--- config.mk ---
export PLATFORM = sky130hd
export DESIGN_NAME = led_pattern_ctrl
export DESIGN_NICKNAME = d
export VERILOG_FILES = /design/src/rtl/led_pattern_ctrl.sv
export SDC_FILE = /design/constraint.sdc
export NUM_CORES = 1
export LEC_CHECK = 0
export BUFFER_PORTS_ARGS = -buffer_cell sky130_fd_sc_hd__buf_2
export CAP_MARGIN = 20
export CORE_AREA = 3 3 214 164
export CTS_CLUSTER_DIAMETER = 120
export CTS_CLUSTER_SIZE = 12
export DETAILED_ROUTE_END_ITERATION = 8
export DIE_AREA = 0 0 217 167
export SYNTH_ARGS = -nofsm -noshare
export SYNTH_HDL_FRONTEND = slang
export SYNTH_SLANG_ARGS = --single-unit
--- constraint.sdc ---
create_clock -name clk -period 8.15 [get_ports clk]
set_input_delay 1.63 -clock clk [delete_from_list [all_inputs] [get_ports clk]]
set_output_delay 1.63 -clock clk [all_outputs]
set_load 0.02 [all_outputs]
--- src/rtl/led_pattern_ctrl.sv ---
// Multi-channel LED driver: OFF/ON/BLINK/BREATHE per channel,
// shared tick prescaler and PWM counter, one-cycle config writes.
module led_pattern_ctrl #(
    parameter int CLK_FREQ = 50000000,
    parameter int TICK_HZ  = 1000,
    parameter int NUM_LED  = 4,
    parameter int PWM_BITS = 8,
    parameter int HALF_W   = 16,
    parameter int DEF_HALF = 500
) (
    input  logic               clk,
    input  logic               rst_n,
    input  logic               cfg_we,
    input  logic [3:0]         cfg_ch,
    input  logic [1:0]         cfg_mode,
    input  logic [HALF_W-1:0]  cfg_half,
    output logic               tick,
    output logic [NUM_LED-1:0] led
);

    localparam int TICK_DIV = CLK_FREQ / TICK_HZ;
    localparam int PW       = $clog2(TICK_DIV);

    localparam logic [PW-1:0]       PRESC_TOP = PW'(TICK_DIV - 1);
    localparam logic [PWM_BITS-1:0] DUTY_MAX  = '1;
    localparam logic [PWM_BITS-1:0] DUTY_ONE  = PWM_BITS'(1);
    localparam logic [HALF_W-1:0]   HALF_ONE  = HALF_W'(1);
    localparam logic [HALF_W-1:0]   HALF_DEF  = HALF_W'(DEF_HALF);

    typedef enum logic [1:0] {
        M_OFF     = 2'd0,
        M_ON      = 2'd1,
        M_BLINK   = 2'd2,
        M_BREATHE = 2'd3
    } mode_e;

    logic [PW-1:0]       presc_q, presc_d;
    logic [PWM_BITS-1:0] pwm_q, pwm_d;
    logic                tick_q, tick_d;
    logic [NUM_LED-1:0]  led_q, led_d;

    mode_e               mode_q [NUM_LED];
    mode_e               mode_d [NUM_LED];
    logic [HALF_W-1:0]   half_q [NUM_LED];
    logic [HALF_W-1:0]   half_d [NUM_LED];
    logic [HALF_W-1:0]   tcnt_q [NUM_LED];
    logic [HALF_W-1:0]   tcnt_d [NUM_LED];
    logic [PWM_BITS-1:0] duty_q [NUM_LED];
    logic [PWM_BITS-1:0] duty_d [NUM_LED];
    logic [NUM_LED-1:0]  blink_q, blink_d;
    logic [NUM_LED-1:0]  dir_q, dir_d;
    logic [NUM_LED-1:0]  step;
    logic [NUM_LED-1:0]  active;
    logic                cfg_hit;

    assign tick = tick_q;
    assign led  = led_q;

    always_comb begin
        presc_d = (presc_q == PRESC_TOP) ? '0 : presc_q + PW'(1);
        tick_d  = (presc_q == PRESC_TOP);
        pwm_d   = pwm_q + DUTY_ONE;
        cfg_hit = cfg_we && (32'(cfg_ch) < NUM_LED);
        mode_d  = mode_q;
        half_d  = half_q;
        tcnt_d  = tcnt_q;
        duty_d  = duty_q;
        blink_d = blink_q;
        dir_d   = dir_q;
        step    = '0;
        active  = '0;
        led_d   = '0;

        for (int i = 0; i < NUM_LED; i++) begin
            unique case (mode_q[i])
                M_OFF:     led_d[i] = 1'b0;
                M_ON:      led_d[i] = 1'b1;
                M_BLINK:   led_d[i] = blink_q[i];
                M_BREATHE: led_d[i] = (duty_q[i] > pwm_q);
            endcase

            active[i] = (mode_q[i] == M_BLINK) ||
                        (mode_q[i] == M_BREATHE);

            if (!active[i]) begin
                tcnt_d[i] = '0;
            end else if (tick_q) begin
                if (tcnt_q[i] == half_q[i] - HALF_ONE) begin
                    tcnt_d[i] = '0;
                    step[i]   = 1'b1;
                end else begin
                    tcnt_d[i] = tcnt_q[i] + HALF_ONE;
                end
            end

            // Breathing duty bounces between 0 and DUTY_MAX, never wraps.
            if (step[i] && mode_q[i] == M_BLINK) begin
                blink_d[i] = ~blink_q[i];
            end else if (step[i] && !dir_q[i]) begin
                duty_d[i] = duty_q[i] + DUTY_ONE;
                if (duty_q[i] == DUTY_MAX - DUTY_ONE) begin
                    dir_d[i] = 1'b1;
                end
            end else if (step[i]) begin
                duty_d[i] = duty_q[i] - DUTY_ONE;
                if (duty_q[i] == DUTY_ONE) begin
                    dir_d[i] = 1'b0;
                end
            end

            // A write on the same edge as a step overrides it.
            if (cfg_hit && cfg_ch == 4'(i)) begin
                mode_d[i]  = mode_e'(cfg_mode);
                half_d[i]  = (cfg_half == '0) ? HALF_ONE : cfg_half;
                tcnt_d[i]  = '0;
                duty_d[i]  = '0;
                blink_d[i] = 1'b0;
                dir_d[i]   = 1'b0;
            end
        end
    end

    always_ff @(posedge clk or negedge rst_n) begin
        if (!rst_n) begin
            presc_q <= '0;
            pwm_q   <= '0;
            tick_q  <= 1'b0;
            led_q   <= '0;
            blink_q <= '0;
            dir_q   <= '0;
            for (int i = 0; i < NUM_LED; i++) begin
                mode_q[i] <= M_OFF;
                half_q[i] <= HALF_DEF;
                tcnt_q[i] <= '0;
                duty_q[i] <= '0;
            end
        end else begin
            presc_q <= presc_d;
            pwm_q   <= pwm_d;
            tick_q  <= tick_d;
            led_q   <= led_d;
            blink_q <= blink_d;
            dir_q   <= dir_d;
            for (int i = 0; i < NUM_LED; i++) begin
                mode_q[i] <= mode_d[i];
                half_q[i] <= half_d[i];
                tcnt_q[i] <= tcnt_d[i];
                duty_q[i] <= duty_d[i];
            end
        end
    end

endmodule

* After elaboration in Yosys (flattened, before gate mapping)
Index checks and enable logic that the tools add are counted.
** Cells by class
- Equal/unequal tests :: 40
- Add/subtract/negate cells :: 18
- Bitwise logic cells :: 4
- Magnitude comparators :: 5
- Multiplexer cells :: 82
- Reductions and logical operators :: 47
** Operator list (count)
- 16-bit two-way mux :: 18
- 8-bit two-way mux :: 16
- 16-bit by 1-bit adder with 16-bit output (second input constant) :: 5
- 16-bit equality test :: 4
- 16-bit by 1-bit subtractor with 16-bit output (second input constant) :: 4
- 1-bit two-way mux :: 44
- 8-bit by 1-bit adder with 8-bit output (second input constant) :: 5
- 8-bit by 1-bit equality test with 1-bit output (second input constant) :: 4
- 8-bit equality test (second input constant) :: 4
- 8-bit > comparator :: 4
- 8-bit by 1-bit subtractor with 8-bit output (second input constant) :: 4
- 3-bit nonzero test :: 8
- 16-bit equality test (second input constant) :: 1
- 2-bit equality test (second input constant) :: 8
- 16-bit zero test :: 1
- 1-bit case mux with 4 select lines :: 4
- 4-bit AND reduction :: 4
- 1-bit logical AND :: 13
- 3-bit by 1-bit != test with 1-bit output (second input constant) :: 4
- 3-bit by 2-bit != test with 1-bit output (second input constant) :: 4
- 2-bit by 1-bit equality test with 1-bit output (second input constant) :: 4
- 4-bit by 2-bit equality test with 1-bit output (second input constant) :: 2
- 2-bit zero test :: 4
- 2-bit by 1-bit != test with 1-bit output (second input constant) :: 4
- 8 further kinds :: 23
** Storage, ports and cells
- Bits in registers :: 205
- Output and inout port bits :: 5
- Logic and storage cells :: 224
- Input bits :: 25

* Longest topological paths before layout
Gate-level depths: netlist of run 1.
- Depth in word-level cells :: 9
- Gate-level depth with buffers :: 12
- Mapped depth without buffers :: 10

* Least setup slack after synthesis of run 1
OpenSTA, ideal clock, no wires.
- Kind :: reg-to-reg
- Start point :: register half_q[19] (netlist bit)
- End point :: register duty_q[14] (netlist bit)
- Buffers on the path :: 1
- Required time :: 8.072 ns
- Data arrival time :: 3.331 ns
- Setup slack :: 4.741 ns
- Library setup time :: 0.078 ns
- Clock period less this slack :: 3.409 ns
- Cell stages (with the launch flop) :: 10
- Cell sequence :: dfrtp_1 > buf_6 > or4_4 > or4_4 > or3_1 > xnor2_1 > nor3b_2 > or4b_4 > or4_1 > a21oi_1
** Between the ends
- Cells in the longest elaborated chain, start to end :: 9
- Elaborated cells on any way between the ends :: 13
- Those cells by class :: add/sub (1); eq/ne (2); mux (6); reduce/logical (4)
** Ends and longest elaborated chain
- start: declaration :: RTL line 44 : logic [HALF_W-1:0] half_q [NUM_LED];
- start signal: indexed assignment :: RTL line 146 : half_q[i] <= half_d[i];
- 16-bit by 1-bit subtractor with 16-bit output (*) :: RTL line 88 : if (tcnt_q[i] == half_q[i] - HALF_ONE) begin
- 16-bit equality test (*) :: RTL line 88
- 1-bit two-way mux (*) :: RTL line 88
- 1-bit two-way mux (*) :: RTL line 87 : end else if (tick_q) begin
- 1-bit two-way mux (*) :: RTL line 85 : if (!active[i]) begin
- 1-bit logical AND :: RTL line 99 : end else if (step[i] && !dir_q[i]) begin
- 8-bit two-way mux :: RTL line 99
- 8-bit two-way mux :: RTL line 97 : if (step[i] && mode_q[i] == M_BLINK) begin
- 8-bit two-way mux :: RTL line 112 : if (cfg_hit && cfg_ch == 4'(i)) begin
- end signal: indexed assignment :: RTL line 148 : duty_q[i] <= duty_d[i];
- end: declaration :: RTL line 48 : logic [PWM_BITS-1:0] duty_q [NUM_LED];
Mark *: on every way between the ends. The rest lies on a longest branch, timed or not. The select of a mux whose other input is x is not followed.
A chain may end at the register's enable or synchronous reset.

* Worst setup path in the final report of run 1
- Start point :: input cfg_ch[1]
- End point :: register tcnt_q[46] (netlist bit)
** Between the ends
- Cells in the longest elaborated chain, start to end :: 4
- Elaborated cells on any way between the ends :: 6
- Those cells by class :: order compare (1); eq/ne (2); mux (1); reduce/logical (2)
** Ends and longest elaborated chain
- start: declaration :: RTL line 14 : input logic [3:0] cfg_ch,
- 4-bit by 3-bit less-than comparator with 1-bit output :: RTL line 63 : cfg_hit = cfg_we && (32'(cfg_ch) < NUM_LED);
- 1-bit logical AND :: RTL line 63
- 1-bit logical AND (*) :: RTL line 112
- 3-bit by 2-bit != test with 1-bit output (no source line) / 16-bit two-way mux (equally long branches)
- end signal: indexed assignment :: RTL line 147 : tcnt_q[i] <= tcnt_d[i];
- end: declaration :: RTL line 46 : logic [HALF_W-1:0] tcnt_q [NUM_LED];
Mark *: on every way between the ends. The rest lies on a longest branch, timed or not.

==> results.sh, run 1 <==
export IMPL_hp_class="reg2reg"
export IMPL_crit_required_ns=8.58
export IMPL_vias=10899
export IMPL_yosysUniqueCellTypes=82
export IMPL_clock_skew_ns=0.01576
export IMPL_synthArstFlopShare_pct=100.0
export IMPL_io_pins=30
export IMPL_track_usage_pct=18.59
export IMPL_drive_above_1_share_pct=9.043
export IMPL_dr_pass1_iters=5
export IMPL_slowest_stage="nor4b_1"
export IMPL_rr_worst_depth=8
export IMPL_rsz0062_at_grt="false"
export IMPL_reg2reg_to="duty_q[22]"
export IMPL_insertion_delay_ns=0.52
export IMPL_worstSetupPathDepth=9
export IMPL_grt_antenna_before_repair=0
export IMPL_postCtsHoldBufs=0
export IMPL_critPathMaxStageDelay_ns=0.83
export IMPL_synth_top_area_cell="dfrtp_1"
export IMPL_io_buffer_count=29
export IMPL_gp_congestion=0.8787
export IMPL_wire_per_inst_um=17.23
export IMPL_cpMostUsedCell="nand2_1"
export IMPL_max_clock_path_buffers=3
export IMPL_worstPathMaxFanout=20
export IMPL_nNetsFinal=1584
export IMPL_total_power_mw=2.938
export IMPL_ys_ff_latch=205
export IMPL_startpoint_type="input port"
export IMPL_cts_repair_resized=0
export IMPL_synth_top_cell_area_share_pct=34.45
export IMPL_end_kind="register"
export IMPL_reg2reg_setup_slack_ns=4.22
export IMPL_clock_fmax_mhz=233.2
export IMPL_grt_pass1_wl_um=55690
export IMPL_fin_crit_sh_pct=52.63
export IMPL_timing_rr_start="half_q[32]"
export IMPL_root_buffer="clkbuf_16"
export IMPL_dieArea_mm2=0.03624
export IMPL_syn_inst=1504
export IMPL_synth_edf_count=0
export IMPL_drt_met1_wl_um=17520
export IMPL_antenna_left=0
export IMPL_wl_met3_um=1820
export IMPL_setup_viol=0
export IMPL_p_leak_nw=6.203
export IMPL_syn_num_nets=1587
export IMPL_slew_headroom_pct=26.11
export IMPL_die_h_um=167
export IMPL_die_width_um=217
export IMPL_coreArea_mm2=0.03324
export IMPL_hold_viol_final=0
export IMPL_min_delay_start="pwm_q[7]"
export IMPL_htreeDepth=1
export IMPL_setup_tns_ns=0
export IMPL_period_minus_slack_ns=4.289
export IMPL_synth_cell_area_mm2=0.01315
export IMPL_first_iter_violations=826
export IMPL_cts_setup_buffers=0
export IMPL_synth_yosys_seq_area_share_pct=39.24
export IMPL_hpwl_um=23750
export IMPL_gr_total_overflow=0
export IMPL_highest_layer="met4"
export IMPL_n_fill_cell=3261
export IMPL_area_delta_synth_final_pct=8.783
export IMPL_drt_total_wl_um=33880
export IMPL_viasPerCell=5.544
export IMPL_cts_tree="yes"
export IMPL_syn_avg_cell_area_um2=8.743
export IMPL_final_max_slew_viol_count=0
export IMPL_cp_cell_sequence="buf_2 > nor4b_1 > nand2_1 > nand2_1 > nor2_1 > nor3_1 > nand3_1 > xor2_1 > a21oi_1"
export IMPL_most_common_layout_cells="nand2_1, dfrtp_1, nor2_1"
export IMPL_yosys_most_used_dff="dfrtp_1"
export IMPL_drc=0
export IMPL_status="finished, final reports clean"
export IMPL_crit_family="simple AND/OR/NAND/NOR gates"
export IMPL_p_per_area_mw_per_mm2=205.4
export IMPL_worstMarginPinSlew_ns=1.102
export IMPL_synth_area_top_cells="dfrtp_1, nand2_1, ha_1"
export IMPL_cap_violations=0
export IMPL_cts_sinks=205
export IMPL_rows=58
export IMPL_clkTransAtPathRegs_ns=0.07
export IMPL_worst_path_buf_inv=1
export IMPL_initial_utilization_pct=39.56
export IMPL_grt_max_degree=71
export IMPL_yosys_warnings=0
export IMPL_final_common_cell="nand2_1"
export IMPL_grt_pass1_vias=10215
export IMPL_crit_start="cfg_ch[1]"
export IMPL_wl_met2_um=13980
export IMPL_endpoint="tcnt_q[46]"
export IMPL_crit_type="in2reg"
export IMPL_peakVddDrop_mv=0.1163
export IMPL_cts_buffers=21
export IMPL_arrival_ns=4.72
## sequential cells by signal, indices dropped and copies added, names as in the netlist
signal and count:
blink_q 4, dir_q 4, duty_q 32, half_q 64, led 4, mode_q 8, presc_q 16, pwm_q 8
tcnt_q 64, tick 1
## how the worst min path moves through the flow
stage / slack, ns / to / cells past startpoint
after floorplan: 0.45 / pwm_q[7] / 1
after global placement: 0.46 / pwm_q[7] / 1
after detailed placement: 0.47 / pwm_q[7] / 1
after CTS: 0.48 / pwm_q[7] / 1
after global routing: 0.51 / presc_q[15] / 1
final: 0.48 / pwm_q[7] / 1
## kinds of logic (layout without fill, tap and decap cells)
kind of cell / after synthesis / after routing / share of synthesized area, %
xor+xnor: 131 / 131 / 8.830
simple gates: 727 / 727 / 27.89
compound gates: 234 / 234 / 11.71
mux: 45 / 45 / 3.635
buf+inv: 104 / 115 / 3.169
fa+ha+maj: 58 / 58 / 5.519
other cells: 0 / 1 / 0
flops: 205 / 205 / 39.24
## power breakdown
part           switching, mW  total [mW]  internal, mW
Sequential             0.185        1.34          1.15
Combinational          0.394       0.698         0.304
Clock                  0.418       0.904         0.485
Total                  0.997        2.94          1.94
## final cells by class
type,instances,area (µm²),share of cell area [%]
Antenna cell,1,2.502,0.01749
Clock buffer,36,581.8,4.068
Clock inverter,1,11.26,0.07873
Inverter,37,138.9,0.9710
Multi-Input combinational cell,1195,7575,52.96
Sequential cell,205,5160,36.07
Tap cell,450,563.0,3.936
Timing Repair Buffer,41,271.5,1.898
## synthesized netlist by cell type (20+ instances only)
| library cell | n |
|---|---|
| mux2_2 | 22 |
| mux2i_1 | 23 |
| nand3_1 | 63 |
| dfrtp_1 | 181 |
| nor2_1 | 119 |
| or3_1 | 20 |
| a21oi_1 | 46 |
| xnor2_1 | 70 |
| nand2b_1 | 30 |
| clkbuf_1 | 57 |
| xor2_1 | 60 |
| nor3_1 | 37 |
| nor4_1 | 22 |
| and3_1 | 26 |
| o21ai_0 | 67 |
| nand4_1 | 33 |
| dfstp_2 | 24 |
| ha_1 | 58 |
| inv_1 | 36 |
| nand2_1 | 259 |
## per-layer routing
layer  vias up  track usage [%]
met5         -                0
met1      5291            29.31
met3        43            3.192
met2       237            26.66
li1       5328                -
met4         0            3.430
## metrics by stage
| step | std cells | hold slack [ns] | setup slack [ns] | util, % | instance area (µm²) |
|---|---|---|---|---|---|
| 2_1_floorplan | 1504 | 0.4455 | 4.741 | - | 13150 |
| 3_3_place_gp | 1926 | 0.4627 | 3.396 | 41.12 | 13670 |
| 3_5_place_dp | 1926 | 0.4685 | 3.313 | 41.12 | 13670 |
| 4_1_cts | 1963 | 0.4769 | 3.835 | 42.90 | 14260 |
| 5_1_grt | 1965 | 0.5110 | 3.449 | 43.03 | 14300 |
| 6_report | 1966 | 0.4769 | 3.861 | 43.04 | 14300 |
No activity file was read; power rests on OpenSTA's default activity.
==> inputs of run 2 (changes only) <==
ABC_AREA = 1   (was default)
CORE_AREA = 3 3 225 172   (was 3 3 214 164)
DIE_AREA = 0 0 228 175   (was 0 0 217 167)
clock period = 3.77 ns   (was 8.15 ns; I/O delays follow)
==> run 2 against run 1 <==
Effect of this change: setup slack worse by 2.9 ns; final cell count up 33%; wire length up 14%; via count grew 22%; hold slack worse by 0.26 ns; cell area increased by 11%; count of clock-buffer cells in the layout fell by 6.
==> results.sh, run 2 <==
export IMPL_yosysUniqueCellTypes=57
export IMPL_worstPathMaxFanout=11
export IMPL_p_per_area_mw_per_mm2=433.0
export IMPL_n_antenna_cell=0
export IMPL_area_delta_synth_final_pct=8.929
export IMPL_final_common_cell="nand2_1"
export IMPL_final_max_slew_viol_count=0
export IMPL_first_iter_violations=848
export IMPL_synth_area_top_cells="dfrtp_1, nand2_1, nor2_1"
export IMPL_worstMarginPinSlew_ns=1.083
export IMPL_cts_sinks=205
export IMPL_die_h_um=175
export IMPL_p_leak_nw=7.761
export IMPL_grt_antenna_before_repair=0
export IMPL_peakVddDrop_mv=0.2869
export IMPL_pre_cts_slack_ns=1.038
export IMPL_synth_edf_count=0
export IMPL_clkTransAtPathRegs_ns=0.07
export IMPL_cts_tree="yes"
export IMPL_synth_most_common_cell="nand2_1"
export IMPL_synthXorXnorAreaFrac_pct=6.910
export IMPL_arrival_ns=3.19
export IMPL_synth_compound_area_share_pct=7.906
export IMPL_antenna_left=0
export IMPL_n_fill_cell=3772
export IMPL_ys_ff_latch=205
export IMPL_gr_total_overflow=0
export IMPL_yosys_mux_area_fraction_pct=0.06875
export IMPL_clock_skew_ns=0.03381
export IMPL_hp_class="in2async"
export IMPL_setup_viol=0
export IMPL_most_common_layout_cells="nand2_1, nor2_1, inv_1"
export IMPL_status="finished, final reports clean"
export IMPL_rows=61
export IMPL_syn_num_nets=2158
export IMPL_crit_type="reg2reg"
export IMPL_syn_inst=2075
export IMPL_viasPerCell=5.074
export IMPL_grt_pass1_vias=12528
export IMPL_initial_utilization_pct=39.58
export IMPL_grt_pass1_wl_um=63850
export IMPL_synth_top_family_by_area="simple AND/OR/NAND/NOR gates"
export IMPL_rr_worst_depth=9
export IMPL_top_regs="half_q (64), tcnt_q (64), duty_q (32)"
export IMPL_drt_total_wl_um=38680
export IMPL_hpwl_um=29460
export IMPL_startpoint_type="register"
export IMPL_setup_tns_ns=0
export IMPL_synth_adder_area_share_pct=4.985
export IMPL_postCtsHoldBufs=0
export IMPL_io_buffer_count=29
export IMPL_gp_congestion=0.9466
export IMPL_fin_crit_sh_pct=74.55
export IMPL_htreeDepth=1
export IMPL_final_cells=2616
export IMPL_worst_slack_ns=0.9594
export IMPL_io_pins=30
export IMPL_cts_repair_resized=0
export IMPL_reg2reg_setup_slack_ns=0.96
export IMPL_dieArea_mm2=0.03990
export IMPL_rsz0062_at_grt="false"
export IMPL_coreArea_mm2=0.03679
export IMPL_vias=13274
export IMPL_cts_setup_buffers=0
export IMPL_synth_top_cell_area_share_pct=31.11
export IMPL_synth_top_area_cell="dfrtp_1"
export IMPL_die_width_um=228
export IMPL_synthArstFlopShare_pct=100.0
export IMPL_period_minus_slack_ns=2.811
export IMPL_synth_cell_area_mm2=0.01456
export IMPL_track_usage_pct=19.23
export IMPL_insertion_delay_ns=0.53
export IMPL_cap_violations=0
export IMPL_crit_required_ns=4.15
export IMPL_yosys_warnings=0
export IMPL_grt_max_degree=74
export IMPL_max_clock_path_buffers=3
export IMPL_wire_per_inst_um=14.79
export IMPL_clock_fmax_mhz=355.8
export IMPL_hold_viol_final=0
export IMPL_root_buffer="clkbuf_16"
export IMPL_drive_above_1_share_pct=7.907
export IMPL_synth_yosys_seq_area_share_pct=35.44
export IMPL_dr_pass1_iters=5
export IMPL_dpl_cell_count=2584
export IMPL_drc=0
export IMPL_yosys_area_share_simple_pct=36.95
export IMPL_nNetsFinal=2186
export IMPL_total_power_mw=6.866
export IMPL_slew_headroom_pct=27.24
export IMPL_end_kind="register"
export IMPL_cts_buffers=21
export IMPL_syn_avg_cell_area_um2=7.016
export IMPL_yosys_most_used_dff="dfrtp_1"
export IMPL_synthTopCellsByCount="nand2_1, nor2_1, inv_1"
==> run 2: cell types whose count changed in the layout (fill, tap and decap cells not counted), moves of 20 or more <==
cell and change:
nand2_1 +271, inv_1 +219, nor2_1 +172, nand3_1 +99, xnor2_1 -37, o21ai_0 +36
nand2b_1 -30, and3_1 -24, nand4_1 +24, mux2_2 -22, mux2i_1 -22, nor2_2 +21
or3_1 -20, xor2_1 +20
==> run 2: layer usage <==
metal  GRT usage [%]  routed length (µm)  up-vias
met5               0                   0        -
met4           3.864                 706        0
met3           2.868                1850       44
met2           31.04               17000      272
met1           27.50               19130     6226
li1                -                   -     6732
==> run 2: path summary, 6_finish.rpt <==
path                                 start          to
worst max-delay path            half_q[48]  tcnt_q[50]
worst min-delay path                 rst_n  tcnt_q[42]
worst max register to register  half_q[48]  tcnt_q[50]
worst min register to register  blink_q[3]  blink_q[3]
max in group asynchronous            rst_n   duty_q[7]
min in group clk                blink_q[3]  blink_q[3]
==> run 2: worst max-delay path: stages (launching register included) <==
cell and delay, ns:
dfrtp_1 0.40, inv_1 0.15, ha_1 0.23, nand2_2 0.14
xnor2_1 0.27, nand2_1 0.08, nor4_1 0.45, nand3_1 0.18
o21ai_1 0.66, nor3_1 0.10
==> run 2: cell type report <==
class | instances | area [µm²] | share of cell area, %
clock inverters | 2 | 20.02 | 0.1262
inverters | 262 | 983.4 | 6.201
flip-flops and latches | 205 | 5160 | 32.54
multi-input cells | 1575 | 8272 | 52.16
clock buffers | 30 | 559.3 | 3.527
well taps | 504 | 630.6 | 3.976
repair buffers | 38 | 234.0 | 1.475
==> run 2: logic make-up (layout without fill, tap and decap cells) <==
logic type,Yosys count,count (layout)
simple gates,1194,1194
buf+inv,295,332
compound gates,208,208
flops,205,205
xor+xnor,114,114
fa+ha+maj,58,58
mux,1,1
==> run 2: report_power, final <==
group,leakage (nW),switching (mW),internal [mW]
Sequential,2.66,0.353,2.45
Clock,0.280,0.905,1.03
Combinational,4.82,1.39,0.741
Total,7.76,2.64,4.22
==> run 2: per-stage QoR <==
| step | hold WS (ns) | utilization [%] | area, µm² |
|---|---|---|---|
| 2_1_floorplan | 0.4329 | - | 14560 |
| 3_3_place_gp | 0.4509 | 41.53 | 15280 |
| 3_5_place_dp | 0.4552 | 41.53 | 15280 |
| 4_1_cts | 0.2323 | 43.11 | 15860 |
| 5_1_grt | 0.2593 | 43.11 | 15860 |
| 6_report | 0.2180 | 43.11 | 15860 |
